<file path="src/rtl/regfile_dump_reader_pkg.sv">
// Shared types and constants for the register-file dump reader.
package regfile_dump_reader_pkg;

  typedef enum logic [1:0] {
    IDLE  = 2'd0,
    FETCH = 2'd1,
    SEND  = 2'd2,
    FIN   = 2'd3
  } state_e;

  // One header byte followed by four data bytes per register.
  localparam int BYTES_PER_REG = 5;
  // Zero bits placed above the register address in the header byte.
  localparam int HDR_TAG_W     = 3;
  localparam int BYTE_CNT_W    = 3;

endpackage

</file>
<file path="src/rtl/regfile_dump_reader_if.sv">
// Regfile read port plus the outgoing valid/ready byte stream.
interface regfile_dump_reader_if #(
  parameter int ADDR_W = 5,
  parameter int DATA_W = 32
);
  logic [ADDR_W-1:0] raddr;
  logic [DATA_W-1:0] rdata;
  logic [7:0]        tx_data;
  logic              tx_valid;
  logic              tx_ready;

  // Dump reader side.
  modport master (output raddr, tx_data, tx_valid, input rdata, tx_ready);
  // Regfile and byte sink side.
  modport slave  (input raddr, tx_data, tx_valid, output rdata, tx_ready);
endinterface

</file>
<file path="src/rtl/regfile_dump_reader_ser.sv">
// Serialises one register snapshot into header + 4 data bytes (LSB first).
module regfile_dump_reader_ser
  import regfile_dump_reader_pkg::*;
#(
  parameter int ADDR_W = 5,
  parameter int DATA_W = 32
) (
  input  logic              clk_i,
  input  logic              rst_i,       // synchronous, active-low
  input  logic              load_i,
  input  logic [ADDR_W-1:0] addr_i,
  input  logic [DATA_W-1:0] word_i,
  input  logic              tx_ready_i,
  output logic [7:0]        tx_data_o,
  output logic              tx_valid_o,
  output logic              last_o
);

  localparam logic [BYTE_CNT_W-1:0] LAST_BYTE = BYTE_CNT_W'(BYTES_PER_REG - 1);

  logic [DATA_W-1:0]     shift_q, shift_d;
  logic [BYTE_CNT_W-1:0] byte_cnt_q, byte_cnt_d;
  logic [7:0]            tx_data_q, tx_data_d;
  logic                  tx_valid_q, tx_valid_d;
  logic                  xfer;

  // Load presents the header; each accepted byte advances to the next data byte.
  always_comb begin
    shift_d    = shift_q;
    byte_cnt_d = byte_cnt_q;
    tx_data_d  = tx_data_q;
    tx_valid_d = tx_valid_q;
    last_o     = 1'b0;
    xfer       = tx_valid_q & tx_ready_i;
    if (load_i) begin
      shift_d    = word_i;
      byte_cnt_d = '0;
      tx_data_d  = {{HDR_TAG_W{1'b0}}, addr_i};
      tx_valid_d = 1'b1;
    end else if (xfer) begin
      byte_cnt_d = byte_cnt_q + 1'b1;
      if (byte_cnt_q == LAST_BYTE) begin
        tx_valid_d = 1'b0;
        last_o     = 1'b1;
      end else begin
        tx_data_d = shift_q[7:0];
        shift_d   = shift_q >> 8;
      end
    end
  end

  // Registered stream outputs and shift state.
  always_ff @(posedge clk_i) begin
    if (!rst_i) begin
      shift_q    <= '0;
      byte_cnt_q <= '0;
      tx_data_q  <= '0;
      tx_valid_q <= 1'b0;
    end else begin
      shift_q    <= shift_d;
      byte_cnt_q <= byte_cnt_d;
      tx_data_q  <= tx_data_d;
      tx_valid_q <= tx_valid_d;
    end
  end

  assign tx_data_o  = tx_data_q;
  assign tx_valid_o = tx_valid_q;

endmodule

</file>
<file path="src/rtl/regfile_dump_reader.sv">
// Walks a register range through one read port and streams each value out.
module regfile_dump_reader
  import regfile_dump_reader_pkg::*;
#(
  parameter int ADDR_W = 5,
  parameter int DATA_W = 32
) (
  input  logic                        clk,
  input  logic                        rst,        // synchronous, active-low
  input  logic                        start,
  input  logic [ADDR_W-1:0]           first_addr,
  input  logic [ADDR_W-1:0]           last_addr,
  output logic                        busy,
  output logic                        done,
  regfile_dump_reader_if.master       bus
);

  state_e            state_q, state_d;
  logic [ADDR_W-1:0] cur_q, cur_d;
  logic [ADDR_W-1:0] last_q, last_d;
  logic [ADDR_W-1:0] raddr_q, raddr_d;
  logic              busy_q, busy_d;
  logic              done_q, done_d;
  logic              ser_load;
  logic              ser_last;

  regfile_dump_reader_ser #(
    .ADDR_W (ADDR_W),
    .DATA_W (DATA_W)
  ) u_ser (
    .clk_i      (clk),
    .rst_i      (rst),
    .load_i     (ser_load),
    .addr_i     (cur_q),
    .word_i     (bus.rdata),
    .tx_ready_i (bus.tx_ready),
    .tx_data_o  (bus.tx_data),
    .tx_valid_o (bus.tx_valid),
    .last_o     (ser_last)
  );

  // Address walk: fetch a register, wait for its five bytes, advance or finish.
  always_comb begin
    state_d  = state_q;
    cur_d    = cur_q;
    last_d   = last_q;
    raddr_d  = raddr_q;
    ser_load = 1'b0;
    unique case (state_q)
      IDLE: begin
        if (start) begin
          if (first_addr <= last_addr) begin
            cur_d   = first_addr;
            last_d  = last_addr;
            raddr_d = first_addr;
            state_d = FETCH;
          end else begin
            state_d = FIN;
          end
        end
      end
      FETCH: begin
        // raddr already points at cur, so rdata is the snapshot to capture.
        ser_load = 1'b1;
        state_d  = SEND;
      end
      SEND: begin
        if (ser_last) begin
          if (cur_q == last_q) begin
            state_d = FIN;
          end else begin
            cur_d   = cur_q + 1'b1;
            raddr_d = cur_q + 1'b1;
            state_d = FETCH;
          end
        end
      end
      FIN: begin
        state_d = IDLE;
      end
      default: begin
        state_d = IDLE;
      end
    endcase
    // Status flags are registered copies of the state being entered.
    busy_d = (state_d == FETCH) || (state_d == SEND);
    done_d = (state_d == FIN);
  end

  // Control state register.
  always_ff @(posedge clk) begin
    if (!rst) begin
      state_q <= IDLE;
      cur_q   <= '0;
      last_q  <= '0;
      raddr_q <= '0;
      busy_q  <= 1'b0;
      done_q  <= 1'b0;
    end else begin
      state_q <= state_d;
      cur_q   <= cur_d;
      last_q  <= last_d;
      raddr_q <= raddr_d;
      busy_q  <= busy_d;
      done_q  <= done_d;
    end
  end

  assign bus.raddr = raddr_q;
  assign busy      = busy_q;
  assign done      = done_q;

endmodule

</file>
<file path="src/flat_wrapper.sv">
// flat-port wrapper written by rule: the top's interface ports become plain ports
module regfile_dump_reader_flat import regfile_dump_reader_pkg::*;
#(
  parameter int ADDR_W = 5,
  parameter int DATA_W = 32
)
  (clk, rst, start, first_addr, last_addr, busy, done, bus_raddr, bus_tx_data, bus_tx_valid, bus_rdata, bus_tx_ready);
  regfile_dump_reader_if #(.ADDR_W(ADDR_W), .DATA_W(DATA_W)) bus_i ();
  input  logic clk;
  input  logic rst;
  input  logic start;
  input  logic [ADDR_W-1:0] first_addr;
  input  logic [ADDR_W-1:0] last_addr;
  output logic busy;
  output logic done;
  output wire logic [$bits(bus_i.raddr)-1:0] bus_raddr;
  output wire logic [$bits(bus_i.tx_data)-1:0] bus_tx_data;
  output wire logic [$bits(bus_i.tx_valid)-1:0] bus_tx_valid;
  input wire logic [$bits(bus_i.rdata)-1:0] bus_rdata;
  input wire logic [$bits(bus_i.tx_ready)-1:0] bus_tx_ready;
  assign bus_raddr = bus_i.raddr;
  assign bus_tx_data = bus_i.tx_data;
  assign bus_tx_valid = bus_i.tx_valid;
  assign bus_i.rdata = bus_rdata;
  assign bus_i.tx_ready = bus_tx_ready;
  regfile_dump_reader #(.ADDR_W(ADDR_W), .DATA_W(DATA_W)) u_core (.clk(clk), .rst(rst), .start(start), .first_addr(first_addr), .last_addr(last_addr), .busy(busy), .done(done), .bus(bus_i));
endmodule
</file>
<file path="config.mk">
export PLATFORM = sky130hd
export DESIGN_NAME = regfile_dump_reader_flat
export DESIGN_NICKNAME = d
export VERILOG_FILES = /design/src/rtl/regfile_dump_reader_pkg.sv /design/src/rtl/regfile_dump_reader_if.sv /design/src/rtl/regfile_dump_reader_ser.sv /design/src/rtl/regfile_dump_reader.sv /design/src/flat_wrapper.sv
export SDC_FILE = /design/constraint.sdc
export NUM_CORES = 1
export LEC_CHECK = 0
export ABC_AREA = 1
export CELL_PAD_IN_SITES_DETAIL_PLACEMENT = 0
export CELL_PAD_IN_SITES_GLOBAL_PLACEMENT = 1
export CORE_MARGIN = 4
export CORE_UTILIZATION = 38
export CTS_CLUSTER_DIAMETER = 100
export DETAILED_ROUTE_END_ITERATION = 10
export PLACE_DENSITY = 0.87
export SLEW_MARGIN = 20
export SYNTH_ARGS = -nofsm -noshare
export SYNTH_HDL_FRONTEND = slang
export SYNTH_SLANG_ARGS = --single-unit
</file>
<file path="constraint.sdc">
create_clock -name clk -period 3.4 [get_ports clk]
set_input_delay 0.68 -clock clk [delete_from_list [all_inputs] [get_ports clk]]
set_output_delay 0.68 -clock clk [all_outputs]
set_load 0.05 [all_outputs]
</file>
Yosys cells after proc, flatten, opt, wreduce, memory -nomap -nowiden
Index checks and enable logic that the tools add are counted.
W data, S select, Z words.
{ "op_classes": {"addsub": 2, "order_cmp": 1, "eq_ne": 13, "muxes": 23, "n_bitwise": 3, "n_reduce_logical": 11} }
{ "op_table": {"columns": ["op", "count"], "rows": [
  ["$mux W32", 3],
  ["$mux W5", 7],
  ["$pmux W5 S2", 1],
  ["$eq A2 B2 Y1 const B", 4],
  ["$mux W2", 4],
  ["$pmux W2 S4", 1],
  ["$mux W1", 7],
  ["$ne A2 B1 Y1 const B", 3],
  ["$reduce_and A2 Y1", 3],
  ["$reduce_bool A2 Y1", 3],
  ["$add A5 B1 Y5 const B", 1],
  ["$eq A5 B5 Y1", 1],
  ["$le A5 B5 Y1", 1],
  ["$reduce_and A5 Y1", 1],
  ["$eq A2 B1 Y1 const B", 2],
  ["$ne A2 B2 Y1 const B", 2],
  ["$add A3 B1 Y3 const B", 1],
  ["$eq A3 B3 Y1 const B", 1],
  ["$reduce_and A3 Y1", 1],
  ["$logic_not A2 Y1", 1],
  ["$not A1 Y1", 2],
  ["$reduce_or A2 Y1", 1],
  ["$and A1 B1 Y1", 1],
  ["$logic_or A1 B1 Y1", 1]
]} }
{ "word_totals": {"register_bits": 58, "word_cells": 63} }

Longest topological paths before layout
Gate-level depths: netlist (run 1).
{ "logic_depth": {"depth_word": 8, "ltp_mapped": 13} }

By module
A second synthesis (run 1) with hierarchy kept.
{ "hier_totals": {"cells_unflattened": 462, "area_unflattened_um2": 3204.3} }
{ "modules_own_cells": {"columns": ["module", "instances", "cells_each", "area_each_um2", "seq_area_each_um2"], "rows": [
  ["regfile_dump_reader_ser", 1, 313, 2175.8, 880.8],
  ["regfile_dump_reader", 1, 149, 1028.5, 280.3]
]} }

Worst setup path after synthesis (run 1)
No wires, ideal clock.
{ "synth_path": {"kind": "input to register", "start": "input port last_addr[2]", "end": "register u_core.busy_q (netlist: u_core.busy)", "setup_ns": 0.109, "arrival_time_ns": 1.928, "path_slack_ns": 1.364, "cell_stages": 13, "cell_sequence": "inv_1 ha_1 nand2_1 inv_1 o21ai_0 nand3_1 nand3_1 nand2_1 inv_1 nand2_1 ha_1 nand2_1 inv_1"} }
{ "synth_between": {"elab_chain_len": 6} }
{ "synth_lines": {"columns": ["item", "line", "rtl"], "rows": [
  ["start, declared", "flat_wrapper.sv:13", "input logic [ADDR_W-1:0] last_addr;"],
  ["$le A5 B5 Y1 *", "regfile_dump_reader.sv:52", "if (first_addr <= last_addr) begin"],
  ["$mux W2 *", "regfile_dump_reader.sv:52", null],
  ["$mux W2 *", "regfile_dump_reader.sv:51", "if (start) begin"],
  ["$pmux W2 S4 *", "regfile_dump_reader.sv:49", "unique case (state_q)"],
  ["net u_core.state_d[1]", "regfile_dump_reader.sv:18", "state_e state_q, state_d;"],
  ["$eq A2 B1 Y1 / $eq A2 B2 Y1 (equally long branches)", "regfile_dump_reader.sv:86", "busy_d = (state_d == FETCH) || (state_d == SEND);"],
  ["$logic_or A1 B1 Y1 *", "regfile_dump_reader.sv:86", null],
  ["net u_core.busy_d", "regfile_dump_reader.sv:22", "logic busy_q, busy_d;"],
  ["end signal, assigned", "regfile_dump_reader.sv:104", "busy_q <= busy_d;"],
  ["end, declared", "regfile_dump_reader.sv:22", null]
]} }
The timed path passes the listed nets; every way through them passes the cells marked *.
A chain may end at the register's enable or synchronous reset.

==> impl_results.md, run 1 <==
- Max cap viols: 0
- Share of the synthesized area in the top cell type: 42.2%
- Mapped Cells: 389
- GRT Total Usage: 16.9%
- Startpoint types: flip-flop
- Flop pwr share: 42.4%
- Post-synthesis mux area share: 0%
- Cts hold-fix bufs: 0
- First-pass GRT wire length: 11800 microns
- Kind of critical path: flip-flop to primary output
- CTS tree: done
- Final Skew: around 0.0078 ns
- YS warnings: 0
- Starting density of the core: 39.9%
- Synth Cell Area: about 2800 sq um
- HP Class: flip-flop to flip-flop
- Count of non-filler cells in the finished layout: 545
- Hold Path Sink: u_core.u_ser.shift_q[25]$_SDFFE_PN0P_
- Most frequent cells in the layout: 118 x nand2_1, 61 x clkdlybuf4s50_1, 58 x dfxtp_1, 46 x nand3_1, 32 x inv_1
- Cell Area, Placed: between 3000 and 4000 sq um
- Number of inserted diodes: 0
- CTS Buffer Depth: 2
- IO buf count: 61
- Total congestion overflow: 0
- Comb power frac: approximately 21%
- Final TNS setup: 0 ns
- CTS resizes: 0
- Row count: 30
- DRT iter0 DRCs: about 120
- CTS H-tree depth: 3
- Crit. End Element: primary output
- First-pass DRT Iterations: 4
- PD cells: 500 nW/um^2
- Simple-Gate Fraction of Synth Area: between 30% and 40%
- Switching Share: ~30%
- Synth cell types: 22
- Main combinational cell family by area after synthesis: simple AND/OR/NAND/NOR gates
- Final slew viol count: 0
- Synth top area cells: dfxtp_1 42%, nand2_1 16%, nand3_1 8.4%
- Hold-critical path depth: 2
- Post-route ant nets: 0
- Area Overhead vs Synth: 31.0%
- HP Start: u_core.u_ser.shift_q[25]$_SDFFE_PN0P_
- Final cell area excluding filler cells: 3610 sq um
- Final setup vio count: 0
- Synth Net Count: 444
- Leakage: between 1 and 1.5 nW
- Routed len/inst: roughly 13 microns
- Clock Latency Late Sink: 0.34 ns
- Crit Reg-Reg Startpoint: u_core.state_q[1]$_SDFF_PN0_
- TritonCTS buffer count: 9
- CTS root buf: clkbuf_8
- Clock Power Share: a little under two fifths
- Internal power: ~1.3 mW
- Final Hold Fails: 0
- Worst path bufs/invs: 1
- Post-Synthesis Mean Instance Area: 7.08 sq um
- Post-synthesis sequential area ratio: between 40 and 50%
- CP max FO: 9
- Share of cells above drive strength 1: 8.02%
- # nets final: 499
- Area of the core: 6910 sq um
- Unrepaired setup endpoints after global routing: no
- Inst Count DP: 529
- Clock-pin transition on the worst setup and hold timing paths: approximately 0.070 ns
- Tcrit/Tclk final: between 70% and 80%
- Residual DRC count: 0
- Slew headroom: 54.5%
- Fin crit period: 2.41 ns
- Commonest non-fill, non-tap cell in the layout: nand2_1
- Initial antenna violation count: 0
- CTS Sinks: just under 60
- Status: completed
- Max VDD drop: 259 uV
- Synth Area in Compound Gates: approximately an eighth
- HPWL Detailed: 4870 microns
- Slew @ Worst Pin: 0.680 ns
- DR vias/cell: 4.90
- Routed wire length: 7030 microns
- Adder-cell share of the synthesized area: 4.09%
- Routability Congestion: 0.820
- Vias: between 2000 and 3000
- Worst EP required: 2.72 ns
- Reg2Reg Depth: 6
- Slowest cell on crit path: clkdlybuf4s50_1
- Die area: about 8700 sq um
- Largest area contributor in the netlist: dfxtp_1
- Max Clock Freq: 414 MHz
- Top Ports: 62
- Worst EP arrival: ~1.7 ns
- R2R setup slack: between 1 and 1.5 ns
- Seq cells post-synth: 58
- Slowest Stage Delay on Critical Path: a little under 0.9 ns
- Largest net degree at the start of global routing: 45
- CP Cell Sequence: clkdlybuf4s50_1
- Reg2Reg Capture Point: u_core.u_ser.byte_cnt_q[1]$_SDFFE_PP0P_
- Post-CTS Setup Inserts: 0
- DIE HEIGHT: 93.1 microns
- Die Width: 93.1 microns
- Vias in the first global route: roughly 2500
- NetSw: 0.538 mW
- XOR/XNOR Fraction of Synth Area: 0%
- Top Family by Delay on Critical Path: buffers and inverters
- Final-layout fill cell count: about 720
## cells by family after synthesis
logic type | Yosys count
buffers and inverters | 58
and+or+nand+nor | 198
adders and majority gates | 9
DFF | 58
AOI/OAI and AO/OA | 66
## routing by layer
metal / track usage (%) / vias up / routed length [microns]
met4: 5.74 / 0 / 100
li1: - / 1384 / -
met2: 25.0 / 57 / 3070
met1: 23.4 / 1218 / 3520
met3: 5.15 / 11 / 340
met5: 0 / - / 0
## stage by stage
step           setup WS (ns)  utilization (%)  hold slack [ns]  total power, mW
2_1_floorplan           1.36                -            0.435             1.02
3_3_place_gp           0.721             49.1            0.446             1.14
3_5_place_dp           0.671             49.1            0.455             1.15
4_1_cts                0.972             52.2            0.465             1.81
5_1_grt                0.892             52.2            0.485             1.90
6_report               0.987             52.2            0.462             1.80
## cells in the mapped netlist
cell type and number:
nand3_1 46, inv_4 1, buf_2 7, buf_4 5
nor2_1 19, nor2_2 2, inv_1 32, clkinv_1 1
nand2_4 1, nand3_2 1, o21ai_0 12, a21oi_1 25
nand4_1 3, nand2_1 118, inv_2 5, ha_1 9
nand2_2 6, a31oi_1 29, clkbuf_1 6, dfxtp_1 58
nor2_4 2, buf_6 1
## worst max-delay path by stage
| stage | startpoint | endpoint | slack, ns | depth (start not counted) |
|---|---|---|---|---|
| after floorplan | last_addr[2] | u_core.busy$_SDFF_PN0_ | 1.36 | 13 |
| after global placement | last_addr[2] | u_core.busy$_SDFF_PN0_ | 0.72 | 14 |
| after detailed placement | last_addr[2] | u_core.busy$_SDFF_PN0_ | 0.67 | 14 |
| after CTS | u_core.cur_q[2]$_SDFFE_PN0P_ | bus_raddr[2] | 0.97 | 1 |
| after global routing | last_addr[2] | u_core.busy$_SDFF_PN0_ | 0.89 | 14 |
| final | u_core.cur_q[2]$_SDFFE_PN0P_ | bus_raddr[2] | 0.99 | 1 |
## layout make-up
type,instances,area (sq um),area share [%]
sequential,58,1160,32.2
clock inverter,4,48.8,1.35
clock buffer,12,165,4.58
multi-input combinational,273,1340,37.1
tap,96,120,3.33
inverter,39,149,4.13
timing repair buffer,63,626,17.3
## worst register-to-register path: cells and delay by family (launching register included)
kind,cells,cell delay (ns)
AOI/OAI and AO/OA,2,0.27
DFF,1,0.33
and+or+nand+nor,2,0.84
buffers and inverters,2,0.55
## state kept, by name, indices dropped and copies added, names as in the netlist
name and cells:
u_core.u_ser.byte_cnt_q 3, u_core.busy 1, u_core.cur_q 5, u_core.done 1, u_core.last_q 5, u_core.u_ser.shift_q 32
u_core.u_ser.tx_valid_o 1, u_core.u_ser.tx_data_o 8, u_core.state_q 2
## power by group through the flow
stage,logic (mW),clock network (mW),registers [mW]
2_1_floorplan,0.199,0,0.821
3_3_place_gp,0.366,0,0.778
3_5_place_dp,0.370,0,0.779
4_1_cts,0.372,0.678,0.764
5_1_grt,0.407,0.718,0.770
6_report,0.370,0.669,0.764
Power figures use the tool's default switching activity.
==> run 2, diff against run 1 <==
--- a/config.mk
+++ b/config.mk
@@ -9,10 +9,10 @@
 export CELL_PAD_IN_SITES_DETAIL_PLACEMENT = 0
 export CELL_PAD_IN_SITES_GLOBAL_PLACEMENT = 1
 export CORE_MARGIN = 4
-export CORE_UTILIZATION = 38
+export CORE_UTILIZATION = 32
 export CTS_CLUSTER_DIAMETER = 100
 export DETAILED_ROUTE_END_ITERATION = 10
-export PLACE_DENSITY = 0.87
+export PLACE_DENSITY = 0.79
 export SLEW_MARGIN = 20
 export SYNTH_ARGS = -nofsm -noshare
 export SYNTH_HDL_FRONTEND = slang
==> constraint.sdc (replaced) <==
create_clock -name clk -period 2 [get_ports clk]
set_input_delay 0.4 -clock clk [delete_from_list [all_inputs] [get_ports clk]]
set_output_delay 0.4 -clock clk [all_outputs]
set_load 0.05 [all_outputs]
==> impl_results.md, run 2 (synthesis gave the netlist of run 1 again) <==
- Register with the most flip-flops: u_core.u_ser.shift_q
- HPWL Detailed: 5340 microns (+9.6%)
- Max VDD drop: 302 uV (+17%)
- DIE HEIGHT: 101 microns (+8.2%)
- Final Skew: 0.00555 ns (-0.00221 ns)
- Die Width: 101 microns (+8.2%)
- Slowest cell on crit path: clkdlybuf4s50_1
- Final Hold Fails: 0 (unchanged)
- Slowest Stage Delay on Critical Path: 0.56 ns (-0.31 ns)
- Starting density of the core: 33.2% (-6.7 points)
- Row count: 33 (+10%)
- Worst Setup EP: u_core.busy$_SDFF_PN0_
- Final setup vio count: 0 (unchanged)
- Number of inserted diodes: 0 (unchanged)
- Kind of critical path: primary input to flip-flop
- Final hold slack: 0.413 ns (-0.0491 ns)
- Residual DRC count: 0 (unchanged)
- First-pass DRT Iterations: 4 (unchanged)
- R2R setup slack: 0.36 ns (-0.98 ns)
- Unrepaired setup endpoints after global routing: yes
- Clock Latency Late Sink: 0.33 ns (about the same)
- Routed wire length: 7440 microns (+5.8%)
- Most frequent cells in the layout: 118 x nand2_1, 58 x dfxtp_1, 53 x clkdlybuf4s50_1, 44 x nand3_1, 30 x inv_1
- Most used cell, CP: nand2_1
- CTS Sinks: 58 (unchanged)
- DR vias/cell: 4.76 (-2.8%)
- CP Cell Sequence: clkdlybuf4s50_1 > ha_4 > nand2_1 > inv_1 > o21ai_1 > nand3_2 > nand3_2 > nand2_1 > inv_2 > nand2_1 > ha_1 > nand2_1 > inv_1
- Share of cells above drive strength 1: 13.0% (+4.9 points)
- GRT Total Usage: 15.2% (-1.7 points)
- IO buf count: 61 (unchanged)
- Clock-pin transition on the worst setup and hold timing paths: 0.06 ns (about the same)
- Slew headroom: 66.5% (+12 points)
- Pwr Total: 3.17 mW (+76%)
- Worst EP arrival: 2.16 ns (+0.43 ns)
- Post-CTS Setup Inserts: 0 (unchanged)
- First-pass GRT wire length: 12500 microns (+6.0%)
- CTS H-tree depth: 3 (unchanged)
- Status: completed
- Top Ports: 62 (unchanged)
- CTS tree: done
- Final TNS setup: 0 ns (unchanged)
- Commonest non-fill, non-tap cell in the layout: nand2_1
- Post-route ant nets: 0 (unchanged)
- Initial antenna violation count: 0 (unchanged)
- Vias: 2706 (+1.3%)
- Max cap viols: 0 (unchanged)
- Reg2Reg Capture Point: u_core.busy$_SDFF_PN0_
- Max Clock Freq: 517 MHz
- Fin crit period: 1.93 ns
- Max reg flops: 32 (unchanged)
- Leakage: 1.53 nW (+8.6%)
- CTS Buffer Depth: 2 (unchanged)
- Hold-critical path depth: 3 (+1)
- Cts hold-fix bufs: 0 (unchanged)
- CP max FO: 3 (-6)
- Crit Reg-Reg Startpoint: u_core.u_ser.byte_cnt_q[0]$_SDFFE_PP0P_
- Tcrit/Tclk final: 96.6%
- HP Class: primary input to flip-flop
- # nets final: 513 (+2.8%)
- PD cells: 838 nW/um^2 (+68%)
- Routability Congestion: 0.831 (+1.4%)
- Area of the core: 8300 sq um (+20%)
- Worst EP required: 2.23 ns (-0.49 ns)
- Dpl ws: -0.375 ns (-1.05 ns)
- Routed len/inst: 13.1 microns (+1.5%)
- Total congestion overflow: 0 (unchanged)
- Reg2Reg Depth: 12 (+6)
- Vias in the first global route: 2716 (+9.5%)
- TritonCTS buffer count: 9 (unchanged)
- Die area: 10100 sq um (+17%)
- Worst setup path start: first_addr[4]
- Largest net degree at the start of global routing: 45 (unchanged)
- Area Overhead vs Synth: 37.4%
- CTS root buf: clkbuf_8
- Slew @ Worst Pin: 0.502 ns (-0.177 ns)
- Crit. End Element: flip-flop
- Final slew viol count: 0 (unchanged)
- DRT iter0 DRCs: 144 (+17%)
- Post-route setup slack: 0.0674 ns (-0.920 ns)
- Startpoint types: primary input
## run 2: worst min path at each step
stage	start	endpoint
after floorplan	u_core.u_ser.byte_cnt_q[2]$_SDFFE_PP0P_	u_core.u_ser.byte_cnt_q[2]$_SDFFE_PP0P_
final	last_addr[3]	u_core.last_q[3]$_SDFFE_PN0P_
after CTS	u_core.u_ser.shift_q[26]$_SDFFE_PN0P_	u_core.u_ser.shift_q[26]$_SDFFE_PN0P_
after detailed placement	u_core.u_ser.shift_q[26]$_SDFFE_PN0P_	u_core.u_ser.shift_q[26]$_SDFFE_PN0P_
after global placement	u_core.u_ser.byte_cnt_q[2]$_SDFFE_PP0P_	u_core.u_ser.byte_cnt_q[2]$_SDFFE_PP0P_
after global routing	last_addr[3]	u_core.last_q[3]$_SDFFE_PN0P_
## run 2: report_power, final
group	leakage, nW	internal, mW	switching (mW)
Clock	0.109	0.731	0.460
Sequential	0.472	1.23	0.0565
Combinational	0.949	0.276	0.413
## run 2: metrics by stage
stage	area, sq um	instances	utilization [%]
floorplan	2750	389	-
global placement	3520	552	42.4
detailed placement	3520	552	42.4
CTS	3740	568	45.1
global route	3780	568	45.6
finish	3780	568	45.6
## run 2: worst max-delay path: cells and delay by family
family | cells | cell delay (ns)
AOI/OAI and AO/OA | 1 | 0.09
adders and majority gates | 2 | 0.51
buffers and inverters | 4 | 0.71
and+or+nand+nor | 6 | 0.43
## run 2: timing repair
item                       4_1_cts  5_1_grt
resized for setup                1        9
setup endpoints to repair        1       13
pin swaps                        1        2
## run 2: cell type report
type	count	area [sq um]
fillers	862	4520
flip-flops and latches	58	1160
well taps	105	131
repair buffers	77	751
clock inverters	5	77.6
inverters	39	149
multi-input cells	273	1370
clock buffers	11	141
## run 2: metal layers
layer | wire (microns) | vias to the layer above | track usage, % | share of wire, %
li1 | - | 1416 | - | -
met1 | 3580 | 1232 | 19.8 | 48
met2 | 3500 | 48 | 25.1 | 47
met3 | 282 | 10 | 2.70 | 3.8
met4 | 75 | 0 | 5.91 | 1.0
met5 | 0 | - | 0 | 0
